[src/rtl/mips_ctrl_pkg.sv]
// rtl/mips_ctrl_pkg.sv - shared encodings for the multi-cycle MIPS control unit
package mips_ctrl_pkg;

    typedef enum logic [3:0] {
        S_FETCH  = 4'd0,
        S_DECODE = 4'd1,
        S_MEMADR = 4'd2,
        S_MEMRD  = 4'd3,
        S_MEMWB  = 4'd4,
        S_MEMWR  = 4'd5,
        S_EXEC   = 4'd6,
        S_RWB    = 4'd7,
        S_BRANCH = 4'd8,
        S_ADDIEX = 4'd9,
        S_ADDIWB = 4'd10,
        S_JUMP   = 4'd11
    } state_t;

    localparam logic [5:0] OP_RTYPE = 6'b00_0000;
    localparam logic [5:0] OP_LW    = 6'b10_0011;
    localparam logic [5:0] OP_SW    = 6'b10_1011;
    localparam logic [5:0] OP_BEQ   = 6'b00_0100;
    localparam logic [5:0] OP_BNE   = 6'b00_0101;
    localparam logic [5:0] OP_ADDI  = 6'b00_1000;
    localparam logic [5:0] OP_J     = 6'b00_0010;

    localparam logic [1:0] ALUOP_ADD   = 2'b00;
    localparam logic [1:0] ALUOP_SUB   = 2'b01;
    localparam logic [1:0] ALUOP_FUNCT = 2'b10;

    localparam logic [1:0] PCSRC_ALU    = 2'b00;
    localparam logic [1:0] PCSRC_ALUOUT = 2'b01;
    localparam logic [1:0] PCSRC_JUMP   = 2'b10;

    localparam logic [1:0] SRCB_RT     = 2'b00;
    localparam logic [1:0] SRCB_FOUR   = 2'b01;
    localparam logic [1:0] SRCB_IMM    = 2'b10;
    localparam logic [1:0] SRCB_IMM_SH = 2'b11;

endpackage

[src/rtl/mc_ctrl_decode.sv]
// rtl/mc_ctrl_decode.sv - combinational state to control-word decoder
module mc_ctrl_decode
    import mips_ctrl_pkg::*;
(
    input  state_t     state,
    input  logic       mem_ready,
    input  logic       is_bne,
    output logic       pcwrite,
    output logic       pcwritecond,
    output logic       branch_ne,
    output logic       iord,
    output logic       memread,
    output logic       memwrite,
    output logic       irwrite,
    output logic       memtoreg,
    output logic       regdst,
    output logic       regwrite,
    output logic       alusrca,
    output logic [1:0] alusrcb,
    output logic [1:0] aluop,
    output logic [1:0] pcsrc
);

    always_comb begin
        pcwrite     = 1'b0;
        pcwritecond = 1'b0;
        branch_ne   = 1'b0;
        iord        = 1'b0;
        memread     = 1'b0;
        memwrite    = 1'b0;
        irwrite     = 1'b0;
        memtoreg    = 1'b0;
        regdst      = 1'b0;
        regwrite    = 1'b0;
        alusrca     = 1'b0;
        alusrcb     = SRCB_RT;
        aluop       = ALUOP_ADD;
        pcsrc       = PCSRC_ALU;
        case (state)
            S_FETCH: begin
                // PC+4 and IR load only commit on the cycle memory delivers
                memread = 1'b1;
                alusrcb = SRCB_FOUR;
                irwrite = mem_ready;
                pcwrite = mem_ready;
            end
            S_DECODE: alusrcb = SRCB_IMM_SH;
            S_MEMADR: begin
                alusrca = 1'b1;
                alusrcb = SRCB_IMM;
            end
            S_MEMRD: begin
                memread = 1'b1;
                iord    = 1'b1;
            end
            S_MEMWB: begin
                regwrite = 1'b1;
                memtoreg = 1'b1;
            end
            S_MEMWR: begin
                memwrite = 1'b1;
                iord     = 1'b1;
            end
            S_EXEC: begin
                alusrca = 1'b1;
                aluop   = ALUOP_FUNCT;
            end
            S_RWB: begin
                regwrite = 1'b1;
                regdst   = 1'b1;
            end
            S_BRANCH: begin
                alusrca     = 1'b1;
                aluop       = ALUOP_SUB;
                pcwritecond = 1'b1;
                pcsrc       = PCSRC_ALUOUT;
                branch_ne   = is_bne;
            end
            S_ADDIEX: begin
                alusrca = 1'b1;
                alusrcb = SRCB_IMM;
            end
            S_ADDIWB: regwrite = 1'b1;
            S_JUMP: begin
                pcwrite = 1'b1;
                pcsrc   = PCSRC_JUMP;
            end
            default: ;
        endcase
    end

endmodule

[src/rtl/mc_control_unit.sv]
// rtl/mc_control_unit.sv - multi-cycle MIPS main control FSM
module mc_control_unit
    import mips_ctrl_pkg::*;
#(
    parameter bit EN_BNE  = 1'b1,
    parameter bit EN_JUMP = 1'b1
) (
    input  logic       clk,
    input  logic       reset,
    input  logic [5:0] op,
    input  logic       mem_ready,
    output logic       pcwrite,
    output logic       pcwritecond,
    output logic       branch_ne,
    output logic       iord,
    output logic       memread,
    output logic       memwrite,
    output logic       irwrite,
    output logic       memtoreg,
    output logic       regdst,
    output logic       regwrite,
    output logic       alusrca,
    output logic [1:0] alusrcb,
    output logic [1:0] aluop,
    output logic [1:0] pcsrc,
    output logic       illegal,
    output logic [3:0] state
);

    state_t state_q, state_n;
    logic   bne_q;

    always_ff @(posedge clk or posedge reset) begin
        if (reset) begin
            state_q <= S_FETCH;
            bne_q   <= 1'b0;
        end else begin
            state_q <= state_n;
            // BRANCH cannot see op, so remember which flavour was decoded
            if (state_q == S_DECODE)
                bne_q <= EN_BNE && (op == OP_BNE);
        end
    end

    always_comb begin
        state_n = state_q;
        illegal = 1'b0;
        case (state_q)
            S_FETCH:  if (mem_ready) state_n = S_DECODE;
            S_DECODE: begin
                if (op == OP_LW || op == OP_SW)                    state_n = S_MEMADR;
                else if (op == OP_RTYPE)                           state_n = S_EXEC;
                else if (op == OP_BEQ || (EN_BNE && op == OP_BNE)) state_n = S_BRANCH;
                else if (op == OP_ADDI)                            state_n = S_ADDIEX;
                else if (EN_JUMP && op == OP_J)                    state_n = S_JUMP;
                else begin
                    illegal = 1'b1;
                    state_n = S_FETCH;
                end
            end
            S_MEMADR: state_n = (op == OP_SW) ? S_MEMWR : S_MEMRD;
            S_MEMRD:  if (mem_ready) state_n = S_MEMWB;
            S_MEMWR:  if (mem_ready) state_n = S_FETCH;
            S_EXEC:   state_n = S_RWB;
            S_ADDIEX: state_n = S_ADDIWB;
            default:  state_n = S_FETCH;
        endcase
    end

    assign state = state_q;

    mc_ctrl_decode u_decode (
        .state       (state_q),
        .mem_ready   (mem_ready),
        .is_bne      (bne_q),
        .pcwrite     (pcwrite),
        .pcwritecond (pcwritecond),
        .branch_ne   (branch_ne),
        .iord        (iord),
        .memread     (memread),
        .memwrite    (memwrite),
        .irwrite     (irwrite),
        .memtoreg    (memtoreg),
        .regdst      (regdst),
        .regwrite    (regwrite),
        .alusrca     (alusrca),
        .alusrcb     (alusrcb),
        .aluop       (aluop),
        .pcsrc       (pcsrc)
    );

endmodule
[config.mk]
export PLATFORM = sky130hd
export DESIGN_NAME = mc_control_unit
export DESIGN_NICKNAME = d
export VERILOG_FILES = /design/src/rtl/mips_ctrl_pkg.sv /design/src/rtl/mc_ctrl_decode.sv /design/src/rtl/mc_control_unit.sv
export SDC_FILE = /design/constraint.sdc
export NUM_CORES = 1
export LEC_CHECK = 0
export CAP_MARGIN = 25
export CORE_UTILIZATION = 38
export DETAILED_ROUTE_END_ITERATION = 12
export MAX_ROUTING_LAYER = met4
export PLACE_DENSITY = 0.78
export SLEW_MARGIN = 30
export SYNTH_ARGS = -nofsm -noshare
export SYNTH_HDL_FRONTEND = slang
export SYNTH_HIERARCHICAL = 1
export SYNTH_SLANG_ARGS = --single-unit
[constraint.sdc]
create_clock -name clk -period 2 [get_ports clk]
set_input_delay 0.5 -clock clk [delete_from_list [all_inputs] [get_ports clk]]
set_output_delay 0.5 -clock clk [all_outputs]
set_load 0.01 [all_outputs]
; ---- After elaboration in Yosys (flattened, before gate mapping)
; Cells that the tools add are included.
; Widths: inputs -> output; s select.
[classes]
eq_ne = 20
muxes = 30
reduce_logical = 10
[ops]
columns = operator, count
row1 = $mux 4, 8
row2 = $pmux 4 s7, 1
row3 = $eq 4x3->1 const B, 4
row4 = $eq 4x4->1 const B, 4
row5 = $mux 1, 16
row6 = $eq 6x3->1 const B, 2
row7 = $eq 6x6->1 const B, 2
row8 = $eq 4x2->1 const B, 2
row9 = $pmux 2 s2, 2
row10 = $eq 6x2->1 const B, 1
row11 = $eq 6x4->1 const B, 1
row12 = $logic_not 6->1, 1
row13 = $ne 2x2->1 const B, 3
row14 = $pmux 2 s3, 1
row15 = $reduce_or 2->1, 3
row16 = $eq 4x1->1 const B, 1
row17 = $logic_not 4->1, 1
row18 = $reduce_or 4->1, 1
row19 = $mux 3, 1
row20 = $reduce_and 3->1, 1
row21 = $reduce_or 3->1, 1
row22 = $logic_or 1x1->1, 2
row23 = $pmux 1 s2, 1
[word_totals]
ff_bits = 5
input_bits = 9
elab_cells = 62

; ---- Depth between registers and ports, before layout
; Gate-level depths: netlist of run 1.
[logic_depth]
depth_word = 7
mapped_depth = 4
ltp_nobuf = 4

; ---- Modules after synthesis
; Netlist of run 1, hierarchy kept.
[by_module_without_submodules]
columns = module, instances, cells_each, area_each_um2
row1 = mc_control_unit, 1, 48, 380.4
row2 = mc_ctrl_decode, 1, 32, 195.2

; ---- Worst setup path before layout of run 1
; OpenSTA, ideal clock, no wires.
[synth_timing]
kind = register to output
startpoint = register state_q[2], in the netlist state[2]
endpoint = output aluop[0]
arrival_ps = 1460
t_required_ps = 1500
slack_ps = 40
path_stages_with_launch = 5
n_path_buf = 2
path_cell_list = dfrtp_1 clkbuf_1 nand2b_1 nor3_1 buf_4
[synth_between]
elab_chain_cells = 2
elab_cells_between_ends = 3
classes_between = eq/ne: 2 / mux: 1
[synth_lines]
columns = item, line_no
row1 = "start, declared", mc_control_unit.sv:30  ; state_t state_q, state_n;
row2 = "start signal, assigned", mc_control_unit.sv:38  ; state_q <= state_n;
row3 = $eq 4x4->1 / $eq 4x3->1 (equally long branches), mc_ctrl_decode.sv:39  ; case (state)
row4 = $pmux 2 s2 *, mc_ctrl_decode.sv:39
row5 = "end, declared", mc_control_unit.sv:24  ; output logic [1:0] aluop,
; Mark *: on every way between the ends. The rest lies on a longest branch, timed or not.

; ---- Worst setup path in the final report of run 1
[layout_timing]
startpoint = register state_q[0], in the netlist state[0]
endpoint = output pcwrite
[layout_between]
elab_chain_cells = 2
elab_cells_between_ends = 3
classes_between = eq/ne: 1 / mux: 1 / reduce/logical: 1
[layout_lines]
columns = item, line_no
row1 = $eq 4x4->1 / $logic_not 4->1 (equally long branches), mc_ctrl_decode.sv:39
row2 = $pmux 1 s2 *, mc_ctrl_decode.sv:39
row3 = "end, declared", mc_control_unit.sv:12  ; output logic pcwrite,
; Marked as above.

==> results of run 1 <==
## kinds of logic after synthesis
kind of cell | count (synthesis) | synth area share (%)
DFF | 5 | 21.7
AOI/OAI and AO/OA | 19 | 20.4
buffers and inverters | 9 | 8.91
muxes | 1 | 1.96
xor gates and xnor gates | 3 | 4.57
and+or+nand+nor | 43 | 42.4
## per-stage QoR
stage | worst slack [ps] | util, % | hold slack [ps] | cell area, sq um
after floorplan | 40.0 | - | 279 | 576
after global placement | -580 | 76.1 | 498 | 1030
after detailed placement | -598 | 76.1 | 498 | 1030
after CTS | -37.6 | 79.4 | 448 | 1070
after global routing | -63.2 | 78.3 | 470 | 1060
final | -14.5 | 78.3 | 458 | 1060
## synth_stat cells, types with 2 or more instances
library cell,instances
o22ai_1,2
xor2_1,2
nor3_1,7
nand3_1,4
nor4_1,2
buf_4,2
o21ai_1,2
o21ai_0,3
a21oi_1,6
and2b_1,2
nor2_1,10
dfrtp_1,5
nand2_1,2
inv_1,2
buf_2,2
nand2b_1,5
## worst max-delay path: stages, from the launching register on
cell and delay (ps):
dfrtp_1 370, buf_4 140, or4b_1 490, a21oi_1 130, buf_2 140
## per-layer routing
| metal | global-route usage (%) | wire, microns |
|---|---|---|
| met1 | 22.0 | 640 |
| met3 | 3.26 | 102 |
| met4 | 8.33 | 22 |
| met5 | - | 0 |
| met2 | 52.7 | 1100 |
## repair_timing
action                                  4_1_cts  5_1_grt
buffers inserted                              4        0
cloned                                        0        0
resized for setup                            40       23
endpoints found under the setup margin       18       12
pin swaps                                     5        3
## worst max path at each step
stage,endpoint
2_1_floorplan,aluop[0]
3_3_place_gp,pcwrite
3_5_place_dp,illegal
4_1_cts,pcwrite
5_1_grt,pcwrite
6_report,pcwrite
## final cells by class
class | instances | area, sq um
multi-input combinational | 66 | 437
fill | 116 | 293
tap | 15 | 18.8
inverter | 3 | 11.3
timing repair buffer | 57 | 439
clock buffer | 4 | 26.3
sequential | 5 | 125
## report_power, final
part / internal, mW / switching, mW
clock network: 0.0751 / 0.0371
logic: 0.508 / 0.500
registers: 0.133 / 0.0304
## state kept, by name, summed over array words and instances, names as in the netlist
signal and flops:
bne_q 1, state 4
==> results_dict.tcl, run 1 <==
set metrics [dict create \
    rrSetupSlack_ps 610 \
    fin_cells 150 \
    grt_pass1_vias 663 \
    ant_nets 0 \
    r2r_start "state[0]" \
    synth_enable_flop_cells 0 \
    finalClockSkew_ps 0.994 \
    setup-tns-final_ps -14.5 \
    place_inst 142 \
    violations "negative setup slack" \
    diodes 0 \
    max_freq_mhz 496 \
    period_minus_slack_ps 2010 \
    avgViaCountPerCell 5.37 \
    power_leakage_nw 0.524 \
    clk_latency_ps 230 \
    grt_use_total_pct 25.2 \
    cp-end-kind "primary output" \
    synth_cell_types 38 \
    fin_ws_ps -14.5 \
    ys_top_cells_by_area "dfrtp_1 22%, nor2_1 6.5%, nor3_1 6.1%" \
    crit_type "reg -> out" \
    power_mw 1.28 \
    gp_congestion 0.812 \
    drive_above_1_share_pct 37.8 \
    clockBufferDepth 2 \
    outcome "complete, but fails checks" \
    final_max_slew_viol_count 0 \
    area_growth_pct 83.7 \
    overflow 0 \
    slew_headroom_pct 84.1 \
    syn_area_sq_um 576 \
    nNetsFinal 145 \
    syn_nets 89 \
    ir_drop_mv 0.604 \
    hold_buffers 0 \
    ctsHtreeMaxLevel 1 \
    post_synth.cell_area_avg_sq_um 7.19 \
    ys_seq_elements 5 \
    numPortBuffers 30 \
    fp-row-count 13 \
    worstPathArrival_ps 1510 \
    ios 31 \
    die_area_sq_um 1670 \
    grt_start_max_net_pins 9 \
    route.detailed.drc 0 \
    die_w_microns 40.9 \
    clk_pin_slew_ps 40 \
    fin_crit_sh_pct 101 \
    hp-class "in -> async" \
    numCtsBuffers 3 \
    crit_fanout 3 \
    seq_area_frac_synth_pct 21.7 \
    ys_warn_count 6 \
    drt_iter0_markers 33 \
    critPathLaunch "state[0]" \
    setup_viol_count_final 1 \
    dp_hpwl_microns 1440 \
    antenna_found_initial 0 \
    crit_required_ps 1500 \
    startpoint_type "flop" \
    yosys.area.top_type "dfrtp_1" \
    wire_per_inst_microns 12.4 \
    ys.flop_type "dfrtp_1" \
    cts_tree "built" \
    worst_pin_slew_ps 237 \
    clockRootBuffer "clkbuf_4" \
    timing.rr.end "state[0]" \
    grt_pass1_wl_microns 2690 \
    wl_microns 1860 \
    drt_first_pass_iters 4 \
    synth_cells 80 \
    rsz0062_at_grt "yes" \
    synth_top_area_share_pct 21.7 \
    start_util_pct 42.6 \
    maxCapViolations 0 \
    via_count 806 \
    mostFrequentLayoutCell "buf_4" \
    power_density_nw_per_um2 1210 \
    final_hold_viol_count 0 \
    fp.dieH_microns 40.9 \
    core_sq_um 1350 \
    synth_async_sr_flop_share_pct 100 \
    clock-sinks 5 \
    r2r_cells 6 \
    most-common-layout-cells "27 x buf_4, 9 x nor2_1, 9 x dlygate4sd2_1, 7 x clkbuf_2" \
]
No activity file was read; power rests on OpenSTA's default activity.
==> run 2: changes to the inputs <==
==> constraint.sdc (replaced) <==
create_clock -name clk -period 2 [get_ports clk]
set_input_delay 0.5 -clock clk [delete_from_list [all_inputs] [get_ports clk]]
set_output_delay 0.5 -clock clk [all_outputs]
set_load 0.1 [all_outputs]
==> run 2 against run 1 <==
Compared with the run above:
- the flow now stops in detailed placement
- synthesized cell count stayed put
- synthesized area stayed put
==> results_dict.tcl, run 2 <==
set metrics [dict create \
    outcome "did not finish" \
    flow.stopped_at "detailed placement" \
    error "[ERROR DPL-0038] Utilization greater than 100%, impossible to legalize" \
    synth_cells 80 \
    seq_area_frac_synth_pct 21.7 \
    post_synth.cell_area_avg_sq_um 7.19 \
    fp-row-count 13 \
    yosys.area.top_type "dfrtp_1" \
    ys.flop_type "dfrtp_1" \
    synth_common_cells "10 x nor2_1, 7 x nor3_1, 6 x a21oi_1" \
    synth_top_area_share_pct 21.7 \
    synth_enable_flop_cells 0 \
    syn_nets 89 \
    numPortBuffers 30 \
    ys_top_cells_by_area "dfrtp_1 22%, nor2_1 6.5%, nor3_1 6.1%" \
    ios 31 \
    ys_warn_count 6 \
    gp_congestion 0.874 \
    start_util_pct 42.6 \
    synth_async_sr_flop_share_pct 100 \
    synth_cell_types 38 \
    die_w_microns 40.9 \
    syn_area_sq_um 576 \
    yosysMostFrequentCell "nor2_1" \
    ys_seq_elements 5 \
    fp.dieH_microns 40.9 \
]
==> run 2: cell counts after synthesis <==
No cell type changed its count.
==> run 2: cells by family after synthesis <==
kind of cell | after synthesis | synth area share (%)
compound gates | 19 | 20.4
xor+xnor | 3 | 4.57
buf+inv | 9 | 8.91
flops | 5 | 21.7
mux | 1 | 1.96
simple gates | 43 | 42.4
==> run 2: metrics by stage <==
step | TNS [ps] | worst slack (ps)
floorplan | -7080 | -759
global placement | -594 | -312
==> run 3: changes to the inputs <==
Settings changed: CORE_AREA set to 2 2 63 65, CORE_UTILIZATION 38 to unset, DIE_AREA set to 0 0 65 67, MAX_ROUTING_LAYER met4 to unset, PLACE_DENSITY 0.78 to unset, PLACE_DENSITY_LB_ADDON set to 0.15.
==> run 3 against run 2 <==
Compared with the run above:
- the flow now finishes, with violations (negative setup slack)
==> results_dict.tcl, run 3 (synthesis gave the netlist of run 1 again) <==
set metrics [dict create \
    outcome "complete, but fails checks" \
    violations "negative setup slack" \
    grt_use_total_pct 11.4 \
    fp-row-count 22 \
    worstPathArrival_ps 1610 \
    core_sq_um 3610 \
    wl_microns 2370 \
    clockBufferDepth 2 \
    grt_start_max_net_pins 9 \
    numPortBuffers 30 \
    fin_cells 195 \
    clock-sinks 5 \
    design_area_sq_um 1700 \
    rsz0062_at_grt "yes" \
    met1_length_microns 838 \
    met3WireLength_microns 59 \
    period_minus_slack_ps 2110 \
    place_area_sq_um 1470 \
    most-common-layout-cells "34 x buf_4, 25 x buf_12, 6 x dlygate4sd2_1" \
    numCtsBuffers 3 \
    crit_fanout 5 \
    met2WireLength_microns 1460 \
    final_max_slew_viol_count 0 \
    fin_crit_sh_pct 106 \
    start_util_pct 16.0 \
    cp-end-kind "primary output" \
    gp_congestion 0.736 \
    hold_buffers 0 \
    dp_hpwl_microns 1870 \
    ant_nets 0 \
    ctsHtreeMaxLevel 1 \
    avgViaCountPerCell 4.35 \
    max_freq_mhz 474 \
    diodes 0 \
    clockRootBuffer "clkbuf_8" \
    wire_per_inst_microns 12.2 \
    clk_pin_slew_ps 40 \
    drt_iter0_markers 15 \
    mostFrequentLayoutCell "buf_4" \
    nNetsFinal 157 \
    cts_tree "built" \
    grt_pass1_vias 896 \
    slew_headroom_pct 81.8 \
    antenna_found_initial 0 \
    fp.dieH_microns 67 \
    worst_pin_slew_ps 273 \
    topRoutingLayerUsed "met4" \
    setup_viol_count_final 6 \
    ios 31 \
    drt_first_pass_iters 4 \
    area_growth_pct 196 \
    finalClockSkew_ps 0.491 \
    startpoint_type "flop" \
    place_inst 173 \
    clk_latency_ps 220 \
    maxCapViolations 0 \
    final_hold_viol_count 0 \
    route.detailed.drc 0 \
    fin_ws_ps -111 \
    largest_reg_flops 4 \
    die_w_microns 65 \
    overflow 0 \
    hp-class "in -> async" \
    die_area_sq_um 4360 \
    final_core_util_pct 47.3 \
    grt_pass1_wl_microns 3860 \
    drive_above_1_share_pct 65.3 \
    crit_type "reg -> out" \
    crit_required_ps 1500 \
    via_count 849 \
]
==> run 3: cell type report <==
cell class	instances	area, sq um
Clock buffer	4	45.0
Fill cell	347	1900
Inverter	3	11.3
Multi-Input combinational cell	66	597
Sequential cell	5	140
Tap cell	48	60.1
Timing Repair Buffer	69	851
==> run 3: metal layers <==
metal | vias to the layer above | track usage (%)
li1 | 421 | -
met1 | 415 | 10.7
met2 | 11 | 25.0
met3 | 2 | 1.69
met4 | 0 | 2.39
met5 | - | 0
==> run 3: what timing repair did <==
action	CTS	global route
endpoints found under the setup margin	15	12
hold endpoints to repair	0	0
resized for setup	13	4
pin swaps	10	1
setup buffers	16	2
==> run 3: path summary, 6_finish.rpt <==
kind	from	endpoint	slack [ps]	depth (start not counted)
max	state[0]	pcwrite	-110	3
min	reset	state[1]	490	2
max reg2reg	state[1]	state[0]	450	7
min reg2reg	bne_q	bne_q	520	1
max in group asynchronous	reset	state[3]	1310	2
min in group clk	bne_q	bne_q	520	1
==> run 3: through the flow <==
| stage | setup slack [ps] | hold WS (ps) | TNS, ps |
|---|---|---|---|
| 4_1_cts | -123 | 503 | -377 |
| 5_1_grt | -143 | 518 | -663 |
| 2_1_floorplan | -759 | 279 | -7080 |
| 3_5_place_dp | -356 | 508 | -681 |
| 3_3_place_gp | -344 | 504 | -670 |
| 6_report | -111 | 491 | -315 |
==> run 3: critical path, cell delays in order, from the launching register on <==
cell and delay, ps:
dfrtp_4 490, or4b_4 560, a21oi_4 160, buf_12 190
Power of run 3 is not shown: default switching activity piles up to over one toggle a cycle in this logic, so the estimate is an artifact.
